===== config.mk =====
export PLATFORM = sky130hd
export DESIGN_NAME = lcd_pixel_streamer
export DESIGN_NICKNAME = d
export VERILOG_FILES = /design/src/rtl/lcd_pkg.sv /design/src/rtl/spi_byte_tx.sv /design/src/rtl/lcd_pixel_streamer.sv
export SDC_FILE = /design/constraint.sdc
export NUM_CORES = 1
export LEC_CHECK = 0
export BUFFER_PORTS_ARGS = -buffer_cell sky130_fd_sc_hd__buf_2
export CELL_PAD_IN_SITES_DETAIL_PLACEMENT = 0
export CELL_PAD_IN_SITES_GLOBAL_PLACEMENT = 2
export CORE_MARGIN = 1.5
export CORE_UTILIZATION = 36
export DETAILED_ROUTE_END_ITERATION = 10
export PLACE_DENSITY_LB_ADDON = 0.25
export SKIP_CTS_REPAIR_TIMING = 1
export SKIP_LAST_GASP = 1
export SLEW_MARGIN = 20
export SYNTH_ARGS = -nofsm -noshare
export SYNTH_HDL_FRONTEND = slang
export SYNTH_SLANG_ARGS = --single-unit
export TNS_END_PERCENT = 100

===== constraint.sdc =====
create_clock -name clk -period 2.5 [get_ports clk]
set_clock_uncertainty 0.05 [all_clocks]
set_input_delay 0.25 -clock clk [delete_from_list [all_inputs] [get_ports clk]]
set_output_delay 0.25 -clock clk [all_outputs]
set_load 0.1 [all_outputs]

===== src/rtl/lcd_pkg.sv =====
// Shared constants, types and header-byte table for the LCD pixel streamer.
package lcd_pkg;

  localparam logic [7:0] CMD_CASET = 8'h2A;
  localparam logic [7:0] CMD_RASET = 8'h2B;
  localparam logic [7:0] CMD_RAMWR = 8'h2C;
  localparam int unsigned HDR_LEN  = 11;

  typedef logic [15:0] rgb565_t;

  typedef enum logic [2:0] {
    StIdle,
    StHdr,
    StStream,
    StLast,
    StGap
  } state_e;

  // Returns {dc, byte} for window-header position idx; commands carry dc=0.
  function automatic logic [8:0] hdr_byte(input logic [3:0] idx, input logic [7:0] x0,
                                          input logic [7:0] x1, input logic [7:0] y0,
                                          input logic [7:0] y1);
    logic [8:0] r;
    case (idx)
      4'd0:    r = {1'b0, CMD_CASET};
      4'd2:    r = {1'b1, x0};
      4'd4:    r = {1'b1, x1};
      4'd5:    r = {1'b0, CMD_RASET};
      4'd7:    r = {1'b1, y0};
      4'd9:    r = {1'b1, y1};
      4'd10:   r = {1'b0, CMD_RAMWR};
      default: r = {1'b1, 8'h00};
    endcase
    return r;
  endfunction

endpackage


===== src/rtl/spi_byte_tx.sv =====
// Mode-0 write-only SPI byte shifter, MSB first; accepts a new byte on the
// final cycle of the current one so consecutive bytes run without a gap.
module spi_byte_tx #(
  parameter int unsigned CLK_DIV = 2
) (
  input  logic       clk,
  input  logic       rst_n,
  input  logic       i_start,
  input  logic [7:0] i_byte,
  input  logic       i_dc,
  output logic       o_busy,
  output logic       o_byte_done,
  output logic       o_sclk,
  output logic       o_mosi,
  output logic       o_dc_out
);

  localparam int unsigned DivW = (CLK_DIV > 1) ? $clog2(CLK_DIV) : 1;

  logic            r_busy;
  logic            r_sclk;
  logic            r_dc;
  logic [7:0]      r_sh;
  logic [DivW-1:0] r_div;
  logic [3:0]      r_half;

  logic w_tick;
  logic w_last;
  logic w_load;

  assign w_tick = r_busy && (r_div == DivW'(CLK_DIV - 1));
  assign w_last = w_tick && (r_half == 4'd15);
  assign w_load = i_start && (!r_busy || w_last);

  always_ff @(posedge clk) begin
    if (!rst_n) begin
      r_busy <= 1'b0;
      r_sclk <= 1'b0;
      r_dc   <= 1'b0;
      r_sh   <= 8'h00;
      r_div  <= '0;
      r_half <= 4'd0;
    end else if (w_load) begin
      r_busy <= 1'b1;
      r_sclk <= 1'b0;
      r_dc   <= i_dc;
      r_sh   <= i_byte;
      r_div  <= '0;
      r_half <= 4'd0;
    end else if (w_last) begin
      r_busy <= 1'b0;
      r_sclk <= 1'b0;
      r_sh   <= 8'h00;
    end else if (w_tick) begin
      r_div  <= '0;
      r_half <= r_half + 4'd1;
      r_sclk <= ~r_sclk;
      // Data moves on the falling edge so it is stable across the next rise.
      if (r_sclk) r_sh <= {r_sh[6:0], 1'b0};
    end else if (r_busy) begin
      r_div <= r_div + 1'b1;
    end
  end

  assign o_busy      = r_busy;
  assign o_byte_done = w_last;
  assign o_sclk      = r_sclk;
  assign o_mosi      = r_sh[7];
  assign o_dc_out    = r_dc;

endmodule


===== src/rtl/lcd_pixel_streamer.sv =====
// Raster-scans pixels from a display-buffer responder and streams them to an ST7735-class LCD.
// Optional build macro REQ_TIMEOUT_EN substitutes black for a pixel whose done never arrives.
module lcd_pixel_streamer
  import lcd_pkg::*;
#(
  parameter int unsigned X_MAX       = 160,
  parameter int unsigned Y_MAX       = 80,
  parameter int unsigned X_OFS       = 1,
  parameter int unsigned Y_OFS       = 26,
  parameter int unsigned CLK_DIV     = 2,
  parameter int unsigned TIMEOUT_CYC = 64
) (
  input  logic                     clk,
  input  logic                     rst_n,
  input  logic                     i_enable,
  output logic                     o_update,
  output logic [$clog2(X_MAX):0]   o_update_x,
  output logic [$clog2(Y_MAX):0]   o_update_y,
  input  logic                     i_done,
  input  logic [15:0]              i_done_color,
  output logic                     o_lcd_sclk,
  output logic                     o_lcd_mosi,
  output logic                     o_lcd_dc,
  output logic                     o_lcd_cs,
  output logic                     o_frame_done,
  output logic                     o_err_timeout
);

  localparam int unsigned XW   = $clog2(X_MAX);
  localparam int unsigned YW   = $clog2(Y_MAX);
  localparam int unsigned NPIX = X_MAX * Y_MAX;
  localparam int unsigned CW   = $clog2(NPIX + 1);

  localparam logic [XW:0] X_LAST = (XW + 1)'(X_MAX - 1);
  localparam logic [YW:0] Y_LAST = (YW + 1)'(Y_MAX - 1);
  localparam logic [7:0]  X0     = 8'(X_OFS);
  localparam logic [7:0]  X1     = 8'(X_OFS + X_MAX - 1);
  localparam logic [7:0]  Y0     = 8'(Y_OFS);
  localparam logic [7:0]  Y1     = 8'(Y_OFS + Y_MAX - 1);

  state_e        r_state, w_state_nxt;
  logic [3:0]    r_hdr_idx, w_hdr_idx_nxt;
  logic          r_lo_sel, w_lo_sel_nxt;
  logic [CW-1:0] r_tx_cnt, w_tx_cnt_nxt;
  logic [CW-1:0] r_req_cnt;
  logic          r_update, r_out, r_buf_full;
  logic [XW:0]   r_x;
  logic [YW:0]   r_y;
  rgb565_t       r_buf;
  logic [7:0]    r_lo_byte;

  logic          w_tx_start, w_tx_dc, w_tx_busy, w_tx_done, w_tx_free, w_buf_pop;
  logic [7:0]    w_tx_byte;
  logic          w_req_ok, w_done_in, w_tmo, w_accept;
  rgb565_t       w_pix_color;

  assign w_tx_free = !w_tx_busy || w_tx_done;

  always_ff @(posedge clk) begin
    if (!rst_n) begin
      r_state   <= StIdle;
      r_hdr_idx <= 4'd0;
      r_lo_sel  <= 1'b0;
      r_tx_cnt  <= '0;
    end else begin
      r_state   <= w_state_nxt;
      r_hdr_idx <= w_hdr_idx_nxt;
      r_lo_sel  <= w_lo_sel_nxt;
      r_tx_cnt  <= w_tx_cnt_nxt;
    end
  end

  always_comb begin
    w_state_nxt   = r_state;
    w_hdr_idx_nxt = r_hdr_idx;
    w_lo_sel_nxt  = r_lo_sel;
    w_tx_cnt_nxt  = r_tx_cnt;
    w_tx_start    = 1'b0;
    w_tx_byte     = 8'h00;
    w_tx_dc       = 1'b1;
    w_buf_pop     = 1'b0;
    case (r_state)
      StIdle: begin
        w_hdr_idx_nxt = 4'd0;
        if (i_enable) w_state_nxt = StHdr;
      end
      StHdr: begin
        if (w_tx_free) begin
          w_tx_start             = 1'b1;
          {w_tx_dc, w_tx_byte}   = hdr_byte(r_hdr_idx, X0, X1, Y0, Y1);
          w_hdr_idx_nxt          = r_hdr_idx + 4'd1;
          if (r_hdr_idx == 4'(HDR_LEN - 1)) begin
            w_state_nxt  = StStream;
            w_lo_sel_nxt = 1'b0;
            w_tx_cnt_nxt = '0;
          end
        end
      end
      StStream: begin
        if (w_tx_free) begin
          if (r_lo_sel) begin
            w_tx_start   = 1'b1;
            w_tx_byte    = r_lo_byte;
            w_lo_sel_nxt = 1'b0;
            w_tx_cnt_nxt = r_tx_cnt + 1'b1;
            if (r_tx_cnt == CW'(NPIX - 1)) w_state_nxt = StLast;
          end else if (r_buf_full) begin
            w_tx_start   = 1'b1;
            w_tx_byte    = r_buf[15:8];
            w_buf_pop    = 1'b1;
            w_lo_sel_nxt = 1'b1;
          end
        end
      end
      StLast: begin
        if (w_tx_done) w_state_nxt = StGap;
      end
      StGap: begin
        w_hdr_idx_nxt = 4'd0;
        w_state_nxt   = i_enable ? StHdr : StIdle;
      end
      default: w_state_nxt = StIdle;
    endcase
  end

  // Requests run only inside a frame and stop once every pixel of it has been asked for.
  assign w_req_ok  = ((r_state == StHdr) || (r_state == StStream)) && !r_out && !r_buf_full &&
                     (r_req_cnt != CW'(NPIX));
  assign w_done_in = i_done && r_out;
  assign w_accept  = w_done_in || w_tmo;

  always_ff @(posedge clk) begin
    if (!rst_n) begin
      r_update   <= 1'b0;
      r_out      <= 1'b0;
      r_req_cnt  <= '0;
      r_x        <= '0;
      r_y        <= '0;
      r_buf_full <= 1'b0;
      r_buf      <= '0;
      r_lo_byte  <= 8'h00;
    end else begin
      r_update <= w_req_ok;
      if (w_req_ok) begin
        r_out     <= 1'b1;
        r_req_cnt <= r_req_cnt + 1'b1;
      end else if ((r_state == StIdle) || (r_state == StGap)) begin
        r_req_cnt <= '0;
      end
      if (w_accept) begin
        r_out      <= 1'b0;
        r_buf      <= w_pix_color;
        r_buf_full <= 1'b1;
        if (r_x == X_LAST) begin
          r_x <= '0;
          r_y <= (r_y == Y_LAST) ? '0 : r_y + 1'b1;
        end else begin
          r_x <= r_x + 1'b1;
        end
      end else if (w_buf_pop) begin
        r_buf_full <= 1'b0;
      end
      if (w_buf_pop) r_lo_byte <= r_buf[7:0];
    end
  end

`ifdef REQ_TIMEOUT_EN
  localparam int unsigned TW = $clog2(TIMEOUT_CYC) + 1;

  logic [TW-1:0] r_tmo;
  logic          r_err;

  assign w_tmo       = r_out && !i_done && (r_tmo == TW'(TIMEOUT_CYC - 1));
  assign w_pix_color = w_done_in ? i_done_color : 16'h0000;

  always_ff @(posedge clk) begin
    if (!rst_n) begin
      r_tmo <= '0;
      r_err <= 1'b0;
    end else begin
      r_tmo <= r_out ? r_tmo + 1'b1 : '0;
      if (w_tmo) r_err <= 1'b1;
    end
  end

  assign o_err_timeout = r_err;
`else
  assign w_tmo         = 1'b0;
  assign w_pix_color   = i_done_color;
  // Without the timeout build the flag is constant low; TIMEOUT_CYC has no effect.
  assign o_err_timeout = 1'b0 & (TIMEOUT_CYC == 0);
`endif

  spi_byte_tx #(
    .CLK_DIV (CLK_DIV)
  ) u_spi (
    .clk         (clk),
    .rst_n       (rst_n),
    .i_start     (w_tx_start),
    .i_byte      (w_tx_byte),
    .i_dc        (w_tx_dc),
    .o_busy      (w_tx_busy),
    .o_byte_done (w_tx_done),
    .o_sclk      (o_lcd_sclk),
    .o_mosi      (o_lcd_mosi),
    .o_dc_out    (o_lcd_dc)
  );

  assign o_update     = r_update;
  assign o_update_x   = r_x;
  assign o_update_y   = r_y;
  assign o_lcd_cs     = (r_state == StIdle) || (r_state == StGap);
  assign o_frame_done = (r_state == StGap);

endmodule

==> impl_results.md, run 1 <==
- Pin count of the biggest net entering global routing: 31
- GP Congestion: 0.823
- Status: complete, no violations
- Layout area overhead: 17.0%
- Most frequent cells in the layout: dfxtp_1, nand2_1, a21oi_1
- Area of the die: 14100 um2
- Post-Syn Nets: 603
- CP cell instances: ha_1 > nand4_4 > a2111o_1 > or4_1 > a21oi_1
- Ratio of cells with drive above 1 in the final layout: 14.4%
- Switching Fraction: 34.1%
- Critical Path RT: 2.73 ns
- Worst slew pin tran: 0.676 ns
- First-pass GRT wire length: 20900 um
- Worst-path clk slew: 0.06 ns
- Internal: 2.98 mW
- Maximum vdd drop: 0.359 mV
- CP arrival: 2.40 ns
- EDFF count, synth: 0
- Routed vias/inst: 5.39
- Routed len/inst: 15.4 um
- Mapped cell area: 4820 um2
- Synthesized instance count: 573
- Top_reg_cell synth: dfxtp_1
- Initial Util: 36.7%
- Top-level port count: 44
- Vias in the first global route: 4055
- Register share of total power: 39.3%
- Initial antenna violation count: 0
- Synth unique cells: 66
- Buffers plus inverters on the worst setup path: 0
- CTS Root Buffer Type: clkbuf_16
- Maxcap violations: 0
- GRT Overall Usage: 18.4%
- Most area-consuming cells after synthesis: dfxtp_1, a21oi_1, nand2_1, mux2i_1, nor2_1
- Worst-case clock buffer depth: 2
- Max_slew headroom: 54.9%
- # diodes: 0
- Vias: 4315
- Ys Warns: 0
- Antenna-violating nets left: 0
- Final #Nets: 649
- Sequential element share of the synthesized area: 39.8%
- Delay-heaviest family, CP: simple AND/OR/NAND/NOR gates
- Seq cells post-synth: 96
- Critical Path Source Type: flip-flop
- Most common cell after layout, fill and taps aside: dfxtp_1
- H-tree levels: 3
- Final period util: 86.8%
- Crit-path max cell delay: 0.54 ns
- Crit Path Max Fanout: 8
- Die width: 119 um
- Max Slew Vio Count: 0
- Core area: 13100 um2
- Row count: 42
- Cell Pwr Density: 801 nW/um2
- Top-area cell type share of the netlist area: 39.8%
- Port buffer count: 42
- Slowest CP cell: a2111o_1
- Drt first-iter violations: 213
- Fin. Hold Viols: 0
- Clock share of power: 34.7%
- Combinational power share: 26.0%
- Max frequency: 461 MHz
- Post-synth top area cell: dfxtp_1
- DP HPWL: 8840 um
- Wirelength, routed: 12300 um
- Critical setup path kind: flip-flop to flip-flop
- Clk sinks: 96
- Final setup fails: 0
- Die span in y: 119 um
- Tmin final: 2.17 ns
- Post-synth ARST share: 0%
- Final Core Density: 43.0%
- Sum Neg Setup Slack: 0 ns
- CTS Buf Count: 9
- Gr ovfl total: 0
- Crit. End Element: flip-flop
- Post-route DRC: 0
- CTS tree: yes
- Static leakage: 2.09 nW
- Clk_lat worst skew: 0.35 ns
- Sw Pwr: 1.54 mW
- RSZ-0062 raised after global routing: no
- Worst min path class: input port to flip-flop
- Avg Cell Area, Syn: 8.42 um2
- Drt pass-1 iters: 5
cell type report:
type,instances,area (um2)
flip-flops and latches,96,1920
multi-input cells,434,2740
clock buffers,12,267
well taps,176,220
fillers,1385,7490
clock inverters,4,73.8
inverters,15,56.3
repair buffers,63,368
flip-flops by register name, indices dropped and copies added, names as in the netlist:
| signal | cells |
|---|---|
| o_update | 1 |
| o_update_y | 8 |
| r_req_cnt | 14 |
| o_update_x | 9 |
| r_tx_cnt | 14 |
| r_lo_sel | 1 |
| r_lo_byte | 8 |
| u_spi.o_busy | 1 |
| r_buf_full | 1 |
| u_spi.o_dc_out | 1 |
| r_buf | 16 |
| r_state | 3 |
| u_spi.o_sclk | 1 |
| u_spi.r_div | 1 |
| r_out | 1 |
| r_hdr_idx | 4 |
| u_spi.r_sh | 8 |
| u_spi.r_half | 4 |
worst register-to-register path, stage by stage, from the launching register on:
cell,delay (ns)
dfxtp_1,0.37
ha_1,0.31
nand4_4,0.20
a2111o_1,0.54
or4_1,0.49
a21oi_1,0.14
logic make-up after synthesis:
logic type,share of synthesized area (%)
buf+inv,3.53
other cells,0.0777
simple gates,26.8
compound gates,19.3
xor+xnor,2.90
fa+ha+maj,2.59
mux,5.01
flops,39.8
final timing paths:
kind	from	to	slack, ns	cells past startpoint
worst max-delay path	u_spi.r_half[0]	r_tx_cnt[13]	0.33	5
worst max register to register	u_spi.r_half[0]	r_tx_cnt[13]	0.33	5
worst min-delay path	i_done_color[11]	r_buf[11]	0.08	3
worst min register to register	r_buf[8]	r_buf[8]	0.40	2
metrics by stage:
stage	cell area, um2	cells	worst slack [ns]	total power, mW	hold slack [ns]
final	5650	800	0.331	4.53	0.0803
after global routing	5650	800	0.176	4.77	0.0912
after floorplan	4830	573	0.0485	2.64	0.336
after global placement	5310	784	0.359	2.98	0.397
after CTS	5650	800	0.329	4.58	0.0686
after detailed placement	5310	784	0.340	2.99	0.397
synth_stat cells (12+ instances only):
cell / instances
nand4_1: 12
nand3_1: 22
dfxtp_1: 96
o21ai_0: 21
nand2_1: 67
clkbuf_1: 21
a21oi_1: 56
or3_1: 13
inv_1: 14
nor2_1: 46
o31ai_1: 14
mux2i_1: 23
power groups by stage:
stage	logic, mW	clock network (mW)	registers, mW
floorplan	0.740	0	1.90
global placement	1.17	0	1.81
detailed placement	1.18	0	1.81
CTS	1.18	1.62	1.78
global route	1.29	1.68	1.80
finish	1.18	1.57	1.78
metal layers:
layer | share of wire, % | GRT usage [%]
met1 | 51 | 26.3
met2 | 44 | 27.8
met3 | 3.5 | 3.14
met4 | 1.5 | 6.78
met5 | 0 | 0
(Power assumes the default switching activity.)
==> run 2, diff against run 1 <==
--- a/config.mk
+++ b/config.mk
@@ -5,7 +5,7 @@
 export SDC_FILE = /design/constraint.sdc
 export NUM_CORES = 1
 export LEC_CHECK = 0
-export BUFFER_PORTS_ARGS = -buffer_cell sky130_fd_sc_hd__buf_2
+export BUFFER_PORTS_ARGS = -buffer_cell sky130_fd_sc_hd__buf_4
 export CELL_PAD_IN_SITES_DETAIL_PLACEMENT = 0
 export CELL_PAD_IN_SITES_GLOBAL_PLACEMENT = 2
 export CORE_MARGIN = 1.5
==> run 2 against run 1 <==
Hold slack improved by 0.016 ns. Sequential power barely moved. Count of clock-buffer cells in the layout fell by 3. Fmax fell by 0.46%. Critical path depth did not move. Core utilization rose by 0.52 points. Critical path type unchanged. Largest cell class unchanged.
==> impl_results.md, run 2 (synthesized netlist as in run 1, its figures left out) <==
- Register Area: 1920 um2
- Most common cell after layout, fill and taps aside: dfxtp_1
- Static leakage: 2.08 nW
- # diodes: 0
- Port buffer count: 42
- Final WS setup: 0.321 ns
- Buffers plus inverters on the worst setup path: 0
- Layout area overhead: 18.5%
- Gr ovfl total: 0
- Drt pass-1 iters: 4
- Die span in y: 119 um
- Status: complete, no violations
- Cell area after layout: 5720 um2
- Final setup fails: 0
- CTS tree: yes
- CP startpoint: u_spi.r_half[0]
- Slowest CP cell: a2111o_1
- Crit. End Element: flip-flop
- Biggest registers after layout: r_buf: 16 flops, r_req_cnt: 14 flops, r_tx_cnt: 14 flops
- Routed vias/inst: 5.36
- Wirelength, routed: 12100 um
- Delay-heaviest family, CP: compound AO/OA/AOI/OAI gates
- Final #Nets: 648
- Crit Path Max Fanout: 8
- Hold Path Origin: i_done_color[6]
- Final Core Density: 43.5%
- Max_slew headroom: 56.0%
- Initial antenna violation count: 0
- CTS Buf Count: 9
- CTS Root Buffer Type: clkbuf_16
- H-tree levels: 3
- Clk sinks: 96
- Maximum vdd drop: 0.278 mV
- Worst r2r src: u_spi.r_half[0]
- RSZ-0062 raised after global routing: no
- Top-level port count: 44
- Critical Path Source Type: flip-flop
- Clk_lat worst skew: 0.35 ns
- First-pass GRT wire length: 20200 um
- Cell Pwr Density: 776 nW/um2
- Drt first-iter violations: 212
- Max Slew Vio Count: 0
- Crit-path max cell delay: 0.55 ns
- Post-route DRC: 0
- Routed len/inst: 15.2 um
- DP HPWL: 8610 um
- Number of fill cells: 1346
- Core area: 13100 um2
- Worst-case clock buffer depth: 2
- Final period util: 87.2%
- Antenna-violating nets left: 0
- Most flop-heavy register: r_buf
- Fin. Hold Viols: 0
- Critical setup path kind: flip-flop to flip-flop
- Ratio of cells with drive above 1 in the final layout: 14.3%
- Most frequent cells in the layout: dfxtp_1, nand2_1, buf_4
- Max FFs per register: 16
- Critical Path RT: 2.73 ns
- Pin count of the biggest net entering global routing: 46
- Worst slew pin tran: 0.655 ns
- Vias in the first global route: 4041
- Tmin final: 2.18 ns
- Vias: 4286
- Die width: 119 um
- Placed standard-cell area: 5400 um2
- GP Congestion: 0.828
- Max frequency: 459 MHz
- GRT Overall Usage: 17.8%
- CP cell instances: ha_1 > nand4_4 > a2111o_1 > or4_1 > a21oi_1
- CP arrival: 2.41 ns
- Area of the die: 14100 um2
- Maxcap violations: 0
- Worst min path class: input port to flip-flop
- Place WS: 0.349 ns
- Multi-input gate area: 2740 um2
- Worst-path clk slew: 0.07 ns
- Initial Util: 36.7%
- Sum Neg Setup Slack: 0 ns
- Row count: 42
## run 2: cell types whose count changed in the layout (fill, tap and decap cells not counted), sizes merged
cell / before / now
inv: 16 / 18
clkinv: 1 / 2
clkinvlp: 0 / 1
buf: 63 / 62
clkbuf: 12 / 9
bufinv: 2 / 1
## run 2: path summary, 6_finish.rpt
check | endpoint | slack (ns) | depth (start not counted)
max | r_tx_cnt[13] | 0.32 | 5
min | r_buf[6] | 0.1 | 3
min reg2reg | r_buf[8] | 0.40 | 2
max reg2reg | r_tx_cnt[13] | 0.32 | 5
## run 2: where the power goes
part	internal [mW]	switching, mW	total (mW)
Clock	0.797	0.653	1.45
Sequential	1.65	0.135	1.78
Combinational	0.403	0.796	1.20
## run 2: layout make-up
class / count / share of cell area, %
Clock inverter: 7 / 1.51
Inverter: 15 / 0.985
Sequential cell: 96 / 33.6
Timing Repair Buffer: 62 / 8.14
Multi-Input combinational cell: 434 / 47.9
Clock buffer: 9 / 3.94
Tap cell: 176 / 3.85
## run 2: metal layers
metal  part of all wire [%]  up-vias  GRT usage, %
met5                      0        -             0
met4                    1.3        0          7.08
met3                    3.1       12          2.85
met2                     45       64          28.5
met1                     51     2025          23.9
li1                       -     2185             -
## run 2: metrics by stage
step	total power, mW	hold slack, ns	cells
floorplan	2.64	0.336	573
global placement	3.01	0.399	783
detailed placement	3.02	0.399	783
CTS	4.48	0.0820	799
global route	4.66	0.0997	799
finish	4.43	0.0966	799
## run 2: worst min-delay path: stages
cell	delay, ns
buf_4	0.11
nand2_1	0.04
a21oi_1	0.05
==> run 3, diff against run 2 <==
--- a/config.mk
+++ b/config.mk
@@ -8,8 +8,9 @@
 export BUFFER_PORTS_ARGS = -buffer_cell sky130_fd_sc_hd__buf_4
 export CELL_PAD_IN_SITES_DETAIL_PLACEMENT = 0
 export CELL_PAD_IN_SITES_GLOBAL_PLACEMENT = 2
+export CORE_ASPECT_RATIO = 1.2
 export CORE_MARGIN = 1.5
-export CORE_UTILIZATION = 36
+export CORE_UTILIZATION = 35
 export DETAILED_ROUTE_END_ITERATION = 10
 export PLACE_DENSITY_LB_ADDON = 0.25
 export SKIP_CTS_REPAIR_TIMING = 1
==> run 3 against run 2 <==
Cell count is 0.88% lower. Critical endpoint unchanged. Global-route usage shrank 0.39 points. Count of clock-buffer cells in the layout is 2 higher. Combinational power hardly changed. Sequential cell count is the same.
==> impl_results.md, run 3 (synthesized netlist as in run 1, its figures left out) <==
- Crit-path max cell delay: 0.56 ns
- Max_slew headroom: 47.0%
- Min Hold Slack: 0.105 ns
- Sum Neg Setup Slack: 0 ns
- Final period util: 87.8%
- Most frequent cells in the layout: dfxtp_1, nand2_1, buf_4
- Most flop-heavy register: r_buf
- Die span in y: 132 um
- Register share of total power: 40.4%
- Initial Util: 36.1%
- Initial antenna violation count: 0
- Final setup fails: 0
- Number of fill cells: 1365
- Top-level port count: 44
- Port buffer count: 42
- Routed len/inst: 15.1 um
- Biggest registers after layout: r_buf: 16 flops, r_req_cnt: 14 flops, r_tx_cnt: 14 flops
- CTS tree: yes
- Critical Path Source Type: flip-flop
- GRT Overall Usage: 17.4%
- Maxcap violations: 0
- Register Area: 1920 um2
- Combinational power share: 27.5%
- Critical setup path kind: flip-flop to flip-flop
- Clock share of power: 32.1%
- Slowest CP cell: a2111o_1
- CTS Buf Count: 9
- Drt pass-1 iters: 4
- Core area: 13400 um2
- Worst-path clk slew: 0.07 ns
- Multi-input gate area: 2740 um2
- Clk_lat worst skew: 0.34 ns
- Final #Nets: 649
- Clk sinks: 96
- Cell Pwr Density: 770 nW/um2
- Critical Path RT: 2.72 ns
- GP Congestion: 0.845
- Pin count of the biggest net entering global routing: 30
- Switching Fraction: 34.3%
- CP cell instances: ha_1 > nand4_4 > a2111o_1 > or4_1 > a21oi_1
- Routed vias/inst: 5.44
- DP HPWL: 8610 um
- Worst slew pin tran: 0.792 ns
- Row count: 46
- RSZ-0062 raised after global routing: no
- Max frequency: 455 MHz
- Maximum vdd drop: 0.376 mV
- First-pass GRT wire length: 20200 um
- Worst min path class: input port to flip-flop
- Drt first-iter violations: 150
- Ratio of cells with drive above 1 in the final layout: 14.4%
- # diodes: 0
- Area of the die: 14500 um2
- Status: complete, no violations
- Crit. End Element: flip-flop
- Vias: 4308
- Tmin final: 2.20 ns
- CTS Root Buffer Type: clkbuf_16
- Static leakage: 2.09 nW
- Die width: 110 um
- Fin. Hold Viols: 0
- Most common cell after layout, fill and taps aside: dfxtp_1
- Vias in the first global route: 4112
- Sw Pwr: 1.51 mW
- Placed standard-cell area: 5400 um2
- Cell area after layout: 5710 um2
- Layout area overhead: 18.3%
- Gr ovfl total: 0
- Wirelength, routed: 11900 um
- Crit Path Max Fanout: 8
- Max FFs per register: 16
- Antenna-violating nets left: 0
- Max Slew Vio Count: 0
- Post-route DRC: 0
- CP arrival: 2.42 ns
- H-tree levels: 3
- Internal: 2.89 mW
- Worst-case clock buffer depth: 2
[run 3: per-layer routing]
layer,GRT usage (%),wire length (um)
met3,2.98,438
met2,27.4,5630
met1,23.3,5630
met4,7.05,243
met5,0,0
[run 3: area by class of cell]
type	count	area share, %
Multi-Input combinational cell	434	48.0
Inverter	15	0.986
Sequential cell	96	33.7
Clock buffer	11	4.43
Tap cell	168	3.68
Clock inverter	5	0.964
Timing Repair Buffer	63	8.28
[run 3: path summary, 6_finish.rpt]
| path | startpoint | end | slack (ns) | depth (start not counted) |
|---|---|---|---|---|
| setup / recovery | u_spi.r_half[0] | r_tx_cnt[13] | 0.30 | 5 |
| hold / removal | i_done_color[14] | r_buf[14] | 0.11 | 3 |
| setup reg to reg | u_spi.r_half[0] | r_tx_cnt[13] | 0.30 | 5 |
| hold reg to reg | r_buf[0] | r_buf[0] | 0.41 | 2 |
[run 3: stage by stage]
step | power [mW] | setup WS [ns] | util [%] | std cells
after floorplan | 2.64 | 0.0485 | - | 573
after global placement | 3.02 | 0.391 | 40.5 | 776
after detailed placement | 3.02 | 0.346 | 40.5 | 776
after CTS | 4.46 | 0.311 | 42.8 | 792
after global routing | 4.64 | 0.142 | 42.8 | 792
final | 4.40 | 0.304 | 42.8 | 792
[run 3: power by group through the flow]
stage	clock [mW]	sequential [mW]	combinational (mW)
after floorplan	0	1.90	0.740
after global placement	0	1.81	1.21
after detailed placement	0	1.81	1.21
after CTS	1.46	1.78	1.22
after global routing	1.51	1.79	1.33
final	1.41	1.78	1.21
[run 3: worst max-delay path, delay by kind of cell (launching register included)]
kind / cells / cell delay, ns
DFF: 1 / 0.38
adders and majority gates: 1 / 0.30
and+or+nand+nor: 2 / 0.69
AOI/OAI and AO/OA: 2 / 0.71
